**src/rtl/fifo_rd_arbiter.sv**
```systemverilog
// Round-robin burst arbiter sharing one async-FIFO read port among N_REQ consumers.
// Grants one consumer for up to BURST_LEN beats, with one IDLE bubble between grants.
module fifo_rd_arbiter #(
  parameter int N_REQ      = 4,
  parameter int DATA_WIDTH = 8,
  parameter int BURST_LEN  = 4,
  parameter int CNT_W      = 8
) (
  input  logic                  CLK,
  input  logic                  RST,
  input  logic [N_REQ-1:0]      REQ,
  input  logic [N_REQ-1:0]      RDY,
  input  logic                  EMPTY,
  input  logic [DATA_WIDTH-1:0] RD_DATA,
  output logic                  R_INC,
  output logic [N_REQ-1:0]      GNT,
  output logic [DATA_WIDTH-1:0] DOUT,
  output logic [N_REQ-1:0]      DVALID,
  output logic                  BUSY
);

  localparam int                IDX_W    = $clog2(N_REQ);
  localparam logic [IDX_W-1:0]  LAST_RST = IDX_W'(N_REQ - 1);
  localparam logic [IDX_W:0]    N_WIDE   = (IDX_W + 1)'(N_REQ);
  localparam logic [CNT_W-1:0]  CNT_LAST = CNT_W'(BURST_LEN - 1);

  typedef enum logic {
    S_IDLE  = 1'b0,
    S_BURST = 1'b1
  } state_t;

  state_t           state_q, state_d;
  logic [N_REQ-1:0] gnt_q, gnt_d;
  logic [CNT_W-1:0] cnt_q, cnt_d;
  logic [IDX_W-1:0] last_q, last_d;
  logic [IDX_W-1:0] gidx_q, gidx_d;

  logic             win_found;
  logic [IDX_W-1:0] win_idx;
  logic [IDX_W:0]   cand;
  logic             beat;
  logic [N_REQ-1:0] dvalid_c;

  // Search last+1, last+2, ... (mod N_REQ); the previous winner is checked last.
  always_comb begin
    win_found = 1'b0;
    win_idx   = last_q;
    cand      = '0;
    for (int k = 1; k <= N_REQ; k++) begin
      cand = {1'b0, last_q} + (IDX_W + 1)'(k);
      if (cand >= N_WIDE) cand = cand - N_WIDE;
      if (!win_found && REQ[cand[IDX_W-1:0]]) begin
        win_found = 1'b1;
        win_idx   = cand[IDX_W-1:0];
      end
    end
  end

  always_comb begin
    // NOTE: every output of this block gets a default first, so no path can infer a latch.
    state_d  = state_q;
    gnt_d    = gnt_q;
    cnt_d    = cnt_q;
    last_d   = last_q;
    gidx_d   = gidx_q;
    beat     = 1'b0;
    dvalid_c = '0;
    unique case (state_q)
      S_IDLE: begin
        if (win_found) begin
          state_d        = S_BURST;
          gnt_d          = '0;
          gnt_d[win_idx] = 1'b1;
          cnt_d          = '0;
          gidx_d         = win_idx;
        end
      end
      S_BURST: begin
        beat             = REQ[gidx_q] & RDY[gidx_q] & ~EMPTY;
        dvalid_c[gidx_q] = REQ[gidx_q] & ~EMPTY;
        // Dropping REQ releases the grant without a beat; EMPTY/RDY stalls just hold.
        if (!REQ[gidx_q] || (beat && (cnt_q == CNT_LAST))) begin
          state_d = S_IDLE;
          gnt_d   = '0;
          cnt_d   = '0;
          last_d  = gidx_q;
        end else if (beat) begin
          cnt_d = cnt_q + CNT_W'(1);
        end
      end
      default: state_d = S_IDLE;
    endcase
  end

  always_ff @(posedge CLK) begin
    // NOTE: non-blocking updates so every register sees the same pre-edge values.
    if (RST) begin
      state_q <= S_IDLE;
      gnt_q   <= '0;
      cnt_q   <= '0;
      last_q  <= LAST_RST;
      gidx_q  <= '0;
    end else begin
      state_q <= state_d;
      gnt_q   <= gnt_d;
      cnt_q   <= cnt_d;
      last_q  <= last_d;
      gidx_q  <= gidx_d;
    end
  end

  // Reset masks the combinational outputs so an aborted burst never pops the FIFO.
  assign R_INC  = beat & ~RST;
  assign DVALID = RST ? '0 : dvalid_c;
  assign BUSY   = (state_q == S_BURST) & ~RST;
  assign GNT    = gnt_q;
  assign DOUT   = RD_DATA;

  a_gnt_onehot0 : assert property (@(posedge CLK) disable iff (RST) $onehot0(GNT));
  a_rinc_safe   : assert property (@(posedge CLK) R_INC |-> (!EMPTY && (GNT != '0)));
  a_cnt_bound   : assert property (@(posedge CLK) disable iff (RST) cnt_q <= CNT_LAST);

endmodule

```
**config.mk**
```make
export PLATFORM = sky130hd
export DESIGN_NAME = fifo_rd_arbiter
export DESIGN_NICKNAME = d
export VERILOG_FILES = /design/src/rtl/fifo_rd_arbiter.sv
export SDC_FILE = /design/constraint.sdc
export NUM_CORES = 1
export LEC_CHECK = 0
export BUFFER_PORTS_ARGS = -buffer_cell sky130_fd_sc_hd__buf_4
export CORE_ASPECT_RATIO = 1.4
export CORE_MARGIN = 2
export CORE_UTILIZATION = 45
export DETAILED_ROUTE_END_ITERATION = 8
export PLACE_DENSITY_LB_ADDON = 0.08
export RECOVER_POWER = 100
export SYNTH_ARGS = -nofsm -noshare
export SYNTH_HDL_FRONTEND = slang
export SYNTH_SLANG_ARGS = --single-unit
```
**constraint.sdc**
```tcl
create_clock -name CLK -period 3.7 [get_ports CLK]
set_clock_uncertainty 0.05 [all_clocks]
set_input_delay 0.555 -clock CLK [delete_from_list [all_inputs] [get_ports CLK]]
set_output_delay 0.555 -clock CLK [all_outputs]
set_load 0.005 [all_outputs]
```
### Word-level counts from Yosys, hierarchy flattened

Index checks and enable logic that the tools add are counted.

| storage, ports and cells | value |
|---|---|
| logic and storage cells | 95 |
| output and inout bits | 18 |
| bits of input ports | 19 |
| flip-flop bits (word level) | 17 |

| cells by class | value |
|---|---|
| equal/unequal tests | 4 |
| $lt $le $gt $ge | 12 |
| muxes and demuxes | 41 |
| reduce and logical (&&, ||, !) cells | 15 |
| add/sub/neg operators | 9 |
| bitwise logic cells | 9 |

Operators by type and width:

| cell | count |
|---|---|
| $mux W8 | 3 |
| $lt A2 B3 Y1 const B | 6 |
| $mux W2 | 8 |
| $mux W4 | 4 |
| $pmux W8 S2 | 1 |
| $mux W1 | 15 |
| $bmux W1 S2 | 6 |
| $ge A3 B3 Y1 const B | 4 |
| $add A8 B1 Y8 const B | 1 |
| $eq A8 B2 Y1 const B | 1 |
| $pmux W4 S2 | 1 |
| $reduce_and A2 Y1 | 4 |
| $sub A2 B1 Y2 const B | 4 |
| $add A2 B2 Y3 const B | 2 |
| $logic_and A1 B1 Y1 | 6 |
| $and A1 B1 Y1 | 5 |
| $and A4 B4 Y4 | 1 |
| $demux W1 S2 | 2 |
| $ge A2 B1 Y1 const B | 2 |
| $logic_not A1 Y1 | 4 |
| $add A2 B1 Y3 const B | 1 |
| $add A2 B3 Y3 const B | 1 |
| $ne A3 B1 Y1 const B | 1 |
| $not A1 Y1 | 3 |
| 4 further kinds | 4 |

### Logic depth before layout (Yosys ltp)

Gate-level depths: netlist of the first run.

| logic depth | value |
|---|---|
| depth in word-level cells | 21 |
| mapped depth | 7 |
| mapped depth without buffers | 6 |

### Worst setup path after synthesis of the first run

Ideal clock, no wire load.

| timing path | value |
|---|---|
| path kind | in2out |
| start point | input REQ[1] |
| end point | output DVALID[1] |
| required time | 3.095 ns |
| arrival | 1.483 ns |
| path buffers | 0 |
| stages | 4 |
| slack | 1.612 ns |
| path through | mux4_2 -> nand2_1 -> or3_1 -> nor3b_1 |

| on the way | value |
|---|---|
| longest elaborated chain between the ends | 6 |

Ends and longest elaborated chain:

| element | RTL line | RTL |
|---|---|---|
| from (decl) | 11 | `input logic [N_REQ-1:0] REQ,` |
| $bmux W1 S2 | 80 | `dvalid_c[gidx_q] = REQ[gidx_q] & ~EMPTY;` |
| $mux W1 (implied by the code) | 80 |  |
| $and A1 B1 Y1 | 80 |  |
| $and A4 B4 Y4 (no line) | n/a |  |
| $mux W4 | 68 | `unique case (state_q)` |
| $mux W4 | 114 | `assign DVALID = RST ? '0 : dvalid_c;` |
| to (decl) | 18 | `output logic [N_REQ-1:0] DVALID,` |

No other way between the ends. The select of a mux whose other input is x is not followed.

### Worst setup path after layout of the first run

| timing path | value |
|---|---|
| start point | register gidx_q[0] |
| end point | output R_INC |

| on the way | value |
|---|---|
| longest elaborated chain between the ends | 6 |

Ends and longest elaborated chain:

| element | RTL line | RTL |
|---|---|---|
| from (decl) | 36 | `logic [IDX_W-1:0] gidx_q, gidx_d;` |
| from (signal assigned) | 108 | `gidx_q <= gidx_d;` |
| $bmux W1 S2 | 79 | `beat = REQ[gidx_q] & RDY[gidx_q] & ~EMPTY;` |
| $mux W1 (implied by the code) | 79 |  |
| $and A1 B1 Y1 * (2 in series) | 79 |  |
| $mux W1 * | 68 |  |
| $and A1 B1 Y1 * | 113 | `assign R_INC = beat & ~RST;` |
| to (decl) | 15 | `output logic R_INC,` |

Every way passes the cells marked *; elsewhere a longest branch is shown, timed or not. The select of a mux whose other input is x is not followed.

==> key figures, run 1 <==
Finish
  • Fin cells: 180
  • Area Overhead vs Synth: 8.404%
  • Fin nets: 165
  • Sequential standard cell area: 340.3 um2
  • Commonest non-fill, non-tap cell in the layout: dfxtp_1
  • Commonest cells after routing, fill and taps aside: dfxtp_1 (17), buf_4 (13), nor2_1 (12), clkbuf_4 (10)
  • Post-route design area: 0.001291 mm2
  • Antenna Cells: 0
  • FILL cells: 256
  • Area of the multi-input gates: 703.2 um2
  • Fraction of layout cells with a size suffix above 1: 26.39%

GRT
  • GR Overflow Total: 0
  • Largest net degree at the start of global routing: 28
  • First-pass GRT wire length: 4133 um
  • Initial antenna violation count: 0
  • Vias in the first global route: 1002
  • Gr usage total: 17.98%

Floorplanning
  • FP Rows: 22
  • Total Die Area: 0.003080 mm2
  • Core ar.: 0.002560 mm2
  • Die Width: 47.48 um
  • Ports: 37
  • Die H: 64.88 um
  • Starting density of the core: 46.53%

Route
  • Vias: 1033
  • DRC viols: 0
  • DRT Pass-1 Iters: 4
  • WL final: 2475 um
  • Drt wl/cell: 13.75 um
  • 1st-iter DRT viols: 12
  • Antenna-violating nets left: 0
  • DR vias/cell: 5.739

Worst setup path
  • Type of the worst setup path: flip-flop to primary output
  • Worst r2r dst: cnt_q[6]
  • Reg2Reg Depth: 5
  • Arr. time, crit path: 2.06 ns
  • Largest fanout on the critical path: 11
  • Crit. End Element: primary output
  • Slowest stage cell, crit path: dfxtp_1
  • FF-to-FF Start: gidx_q[1]
  • R2r setup slk: 1.08 ns
  • Crit start category: flip-flop
  • CP peak stage delay: 0.55 ns
  • CP Data Required Time: 3.09 ns
  • Worst-path cell chain: mux4_2 > nand2_1 > or3_1 > a211oi_1 > buf_4

STA
  • Unrepaired setup endpoints after global routing: false
  • Fin worst setup slack: 1.034 ns
  • Hold Violations, Final: 0
  • Max-slew violations: 0
  • Final setup fails: 0
  • Minimum clock period: 2.666 ns
  • Worst-Margin Slew: 0.8810 ns
  • Slew headroom: 41.27%
  • Fmax achieved: 375.1 MHz
  • Period utilisation layout: 72.06%
  • Setup TNS Final: 0 ns

Clock network
  • # hold bufs at CTS: 0
  • Clk buf depth: 2
  • Reg clk slew, reported paths: 0.11 ns
  • H-tree Lvls: 1
  • TritonCTS Buffers: 3
  • Clock sinks: 17
  • CTS tree: done
  • CTS Root Cell: clkbuf_4
  • Post-CTS setup repair buffer count: 0
  • Worst skew pair latency: 0.29 ns
  • Post_cts resized: 0

Placed design
  • DP Area: 0.001280 mm2
  • Port bufs: 20
  • DP Worst Slack: 1.224 ns
  • Post-detailed-placement half-perimeter wirelength: 1850 um
  • Post-placement cell count: 176
  • Gpl congestion: 0.7395

Logic synthesis
  • Top_reg_cell synth: dfxtp_1
  • Flops & latches, synth: 17
  • Synth Instances: 136
  • Register area share after synthesis: 28.57%
  • Post-Syn Area: 0.001191 mm2
  • Number of flops mapped to enable cells by yosys: 0
  • Async SR Flop Fraction: 0%
  • Syn_area_per_cell: 8.758 um2
  • Unique masters post-synth: 43
  • Synth warn: 0
  • Syn Nets: 156

Hold path
  • Worst Hold End: GNT[0]
  • Hold Crit Start: GNT[0]
  • Hold Path Stages: 2
  • Hold Path Class: flip-flop to flip-flop

Pwr
  • Leakage: 0.4652 nW
  • Total power: 0.0004322 W
  • Peak supply drop: 175.7 uV
  • PwrDens: 334.7 mW/mm2

Flow run
  • Number of max-cap violations: 0

Status
  • Status: finished clean
-- cells in the mapped netlist (all sizes together), types with 2 or more instances --
cell     count  share of area [%]
nor2b        2                1.1
buf         11                7.4
nand2b       7                3.7
o32ai        6                6.9
or3          7                3.7
dfxtp       17                 29
a21oi        8                3.7
a2bb2oi      2                1.5
nand2        7                2.2
mux2i        4                3.4
a22oi        6                3.8
clkbuf       5                1.6
nor2        12                3.8
nand3        4                1.7
inv          6                1.9
a21o         3                1.9
o21ai        3                2.2
nor3         7                3.9
-- state kept, by name, summed over array words and instances, names as in the netlist --
register,cells
cnt_q,8
GNT,4
last_q,2
state_q,1
gidx_q,2
-- routing by layer --
layer | share of wire (%) | wire length [um] | vias up | global-route usage [%]
met2 | 54 | 1329 | 12 | 32.26
met1 | 43 | 1054 | 509 | 20.00
li1 | - | - | 508 | -
met4 | 1.3 | 33 | 0 | 6.597
met3 | 2.3 | 58 | 4 | 2.507
met5 | 0 | 0 | - | 0
-- logic make-up (layout without fill, tap and decap cells) --
| logic type | after synthesis | after routing | share of synthesized area, % |
|---|---|---|---|
| and+or+nand+nor | 54 | 54 | 25.42 |
| AOI/OAI and AO/OA | 36 | 36 | 27.63 |
| buffers and inverters | 22 | 30 | 10.82 |
| DFF | 17 | 17 | 28.57 |
| muxes | 6 | 6 | 6.512 |
| adders and majority gates | 1 | 1 | 1.050 |
-- power by group --
part	internal, W	total (W)	switching, W	leakage (nW)
clock network	0.0000411	0.000107	0.0000661	0.0139
logic	0.0000537	0.000114	0.0000605	0.313
registers	0.000194	0.000211	0.0000168	0.139
total	0.000289	0.000432	0.000143	0.465
-- final cells by class --
| type | instances | share of cell area (%) |
|---|---|---|
| clock inverter | 1 | 0.5814 |
| multi-input combinational | 97 | 54.46 |
| clock buffer | 3 | 1.744 |
| inverter | 6 | 1.744 |
| tap | 36 | 3.488 |
| timing repair buffer | 20 | 11.63 |
| sequential | 17 | 26.36 |
-- stage by stage --
| stage | hold slack, ns | util (%) |
|---|---|---|
| after global routing | 0.4350 | 50.44 |
| after CTS | 0.4201 | 51.17 |
| after detailed placement | 0.4032 | 50.00 |
| final | 0.4140 | 50.44 |
| after floorplan | 0.3983 | - |
| after global placement | 0.3970 | 50.00 |
-- worst max-delay path by stage --
stage / slack [ns] / depth (start not counted) / end / startpoint
after global routing: 0.87 / 5 / cnt_q[6] / gidx_q[1]
after floorplan: 1.61 / 4 / DVALID[1] / REQ[1]
final: 1.03 / 5 / R_INC / gidx_q[0]
after CTS: 1.01 / 5 / DVALID[1] / gidx_q[0]
after global placement: 1.28 / 6 / cnt_q[5] / RDY[0]
after detailed placement: 1.22 / 6 / cnt_q[4] / RDY[0]
-- critical path: cells and delay by family (launching register included) --
kind,cells,cell delay (ns)
compound gates,1,0.21
flops,1,0.55
buf+inv,1,0.15
simple gates,2,0.52
mux,1,0.33
Note: power is estimated with default switching activity, not from simulation.
==> run 2: changes to the inputs <==
==> constraint.sdc (replaced) <==
create_clock -name CLK -period 2.6 [get_ports CLK]
set_clock_uncertainty 0.05 [all_clocks]
set_input_delay 0.39 -clock CLK [delete_from_list [all_inputs] [get_ports CLK]]
set_output_delay 0.39 -clock CLK [all_outputs]
set_load 0.005 [all_outputs]
==> run 2 against run 1 <==
- via count shrank 1.9%
- global-route usage grew 0.51 points
- final area grew 0.78%
- wire length grew 2.2%
- combinational power grew 43%
- sequential share of layout area is essentially flat
- core utilization grew 0.39 points
- total power grew 43%
- flip-flop and latch count is the same
- highest routed layer unchanged
==> key figures, run 2 (synthesized netlist as in run 1, its figures left out) <==
Route
  • WL final: 2529 um
  • DR vias/cell: 5.628
  • Drt wl/cell: 14.05 um
  • 1st-iter DRT viols: 23
  • DRT Pass-1 Iters: 4
  • DRC viols: 0
  • Vias: 1013
  • Antenna-violating nets left: 0

Floorplanning
  • Starting density of the core: 46.53%
  • Total Die Area: 0.003080 mm2
  • FP Rows: 22
  • Ports: 37
  • Die Width: 47.48 um
  • Core ar.: 0.002560 mm2
  • Die H: 64.88 um

Finish
  • Fin nets: 165
  • Max reg flops: 8
  • Commonest cells after routing, fill and taps aside: dfxtp_1 (15), buf_4 (13), nor2_1 (12), clkbuf_4 (10)
  • Fraction of layout cells with a size suffix above 1: 27.08%
  • Area Overhead vs Synth: 9.244%
  • Commonest non-fill, non-tap cell in the layout: dfxtp_1
  • Post-route design area: 0.001301 mm2
  • Biggest register: cnt_q
  • Antenna Cells: 0
  • Final Util: 50.83%

STA
  • Period utilisation layout: 92.31%
  • Unrepaired setup endpoints after global routing: false
  • Fmax achieved: 416.7 MHz
  • Setup TNS Final: 0 ns
  • Final setup fails: 0
  • Worst-Margin Slew: 0.6277 ns
  • Slew headroom: 58.15%
  • Minimum clock period: 2.400 ns
  • Hold Violations, Final: 0
  • Worst Hold Slack: 0.3934 ns
  • Max-slew violations: 0

GRT
  • Gr usage total: 18.48%
  • Initial antenna violation count: 0
  • Vias in the first global route: 995
  • GR Overflow Total: 0
  • First-pass GRT wire length: 4153 um
  • Largest net degree at the start of global routing: 28

Flow run
  • Number of max-cap violations: 0

Worst setup path
  • Largest fanout on the critical path: 11
  • Slowest stage cell, crit path: dfxtp_2
  • Crit. End Element: primary output
  • Arr. time, crit path: 1.96 ns
  • Crit start category: flip-flop
  • Buf+Inv Stages, Crit Path: 1
  • CP peak stage delay: 0.40 ns
  • CP Data Required Time: 2.16 ns
  • Type of the worst setup path: flip-flop to primary output
  • CP top delay family: simple AND/OR/NAND/NOR gates
  • Worst-path cell chain: mux4_2 > nand2_1 > or3_1 > a211oi_1 > buf_4

Pwr
  • Leakage: 0.4640 nW
  • Int Pwr: 0.0004120 W
  • Clock network power share: 24.9%
  • Total power: 0.0006187 W
  • PwrDens: 475.4 mW/mm2
  • Sequential share of power: 48.7%
  • Peak supply drop: 240.5 uV
  • Comb pwr share: 26.4%
  • P_sw: 0.0002067 W
  • Switch share: 33.41%

Clock network
  • Post-CTS setup repair buffer count: 0
  • Reg clk slew, reported paths: 0.11 ns
  • Post_cts resized: 0
  • Clk buf depth: 2
  • H-tree Lvls: 1
  • TritonCTS Buffers: 3
  • Clock sinks: 17
  • CTS tree: done
  • # hold bufs at CTS: 0
  • CTS Root Cell: clkbuf_4
  • Worst skew pair latency: 0.30 ns

Placed design
  • DP Area: 0.001280 mm2
  • Post-detailed-placement half-perimeter wirelength: 1862 um
  • Port bufs: 20
  • Gpl congestion: 0.7446

Status
  • Status: finished clean

Hold path
  • Hold Path Class: input pin to flip-flop
-- run 2: cell counts in the layout (fill, tap and decap cells not counted) --
No cell type changed its count.
-- run 2: layer usage --
layer / wire (um) / up-vias / global-route usage, % / share of wire, %
met4: 33 / 0 / 7.292 / 1.3
met3: 75 / 4 / 3.343 / 3.0
met2: 1323 / 11 / 33.11 / 52
met1: 1097 / 487 / 19.90 / 43
met5: 0 / - / 0 / 0
li1: - / 511 / - / -
-- run 2: power groups by stage --
stage / logic, W / clock network, W / registers (W)
floorplan: 0.000154 / 0 / 0.000290
global placement: 0.000168 / 0 / 0.000305
detailed placement: 0.000169 / 0 / 0.000307
CTS: 0.000170 / 0.000159 / 0.000301
global route: 0.000181 / 0.000172 / 0.000305
finish: 0.000163 / 0.000154 / 0.000302
-- run 2: stage by stage --
stage | setup slack (ns) | cells
global route | 0.03606 | 180
global placement | 0.2479 | 176
finish | 0.2000 | 180
detailed placement | 0.1467 | 176
floorplan | 0.7743 | 136
CTS | 0.06249 | 180
-- run 2: area by class of cell --
| cell class | instances | area [um2] |
|---|---|---|
| fill | 270 | 1259 |
| multi-input combinational | 97 | 710.7 |
| sequential | 17 | 342.8 |
| timing repair buffer | 20 | 150.1 |
| tap | 36 | 45.04 |
| clock buffer | 3 | 22.52 |
| inverter | 6 | 22.52 |
| clock inverter | 1 | 7.507 |
-- run 2: final timing paths --
kind         slack, ns  startpoint  cells past startpoint        to
min               0.39         RST                      2    GNT[3]
max               0.20   gidx_q[0]                      5     R_INC
max reg2reg       0.32   gidx_q[1]                      5  cnt_q[5]
min reg2reg       0.42      GNT[0]                      2    GNT[0]
-- run 2: worst reg2reg max path, delay by kind of cell, from the launching register on --
| kind | cells | cell delay (ns) |
|---|---|---|
| AO/OA/AOI/OAI | 4 | 1.34 |
| flip-flops | 1 | 0.44 |
| multiplexers | 1 | 0.37 |
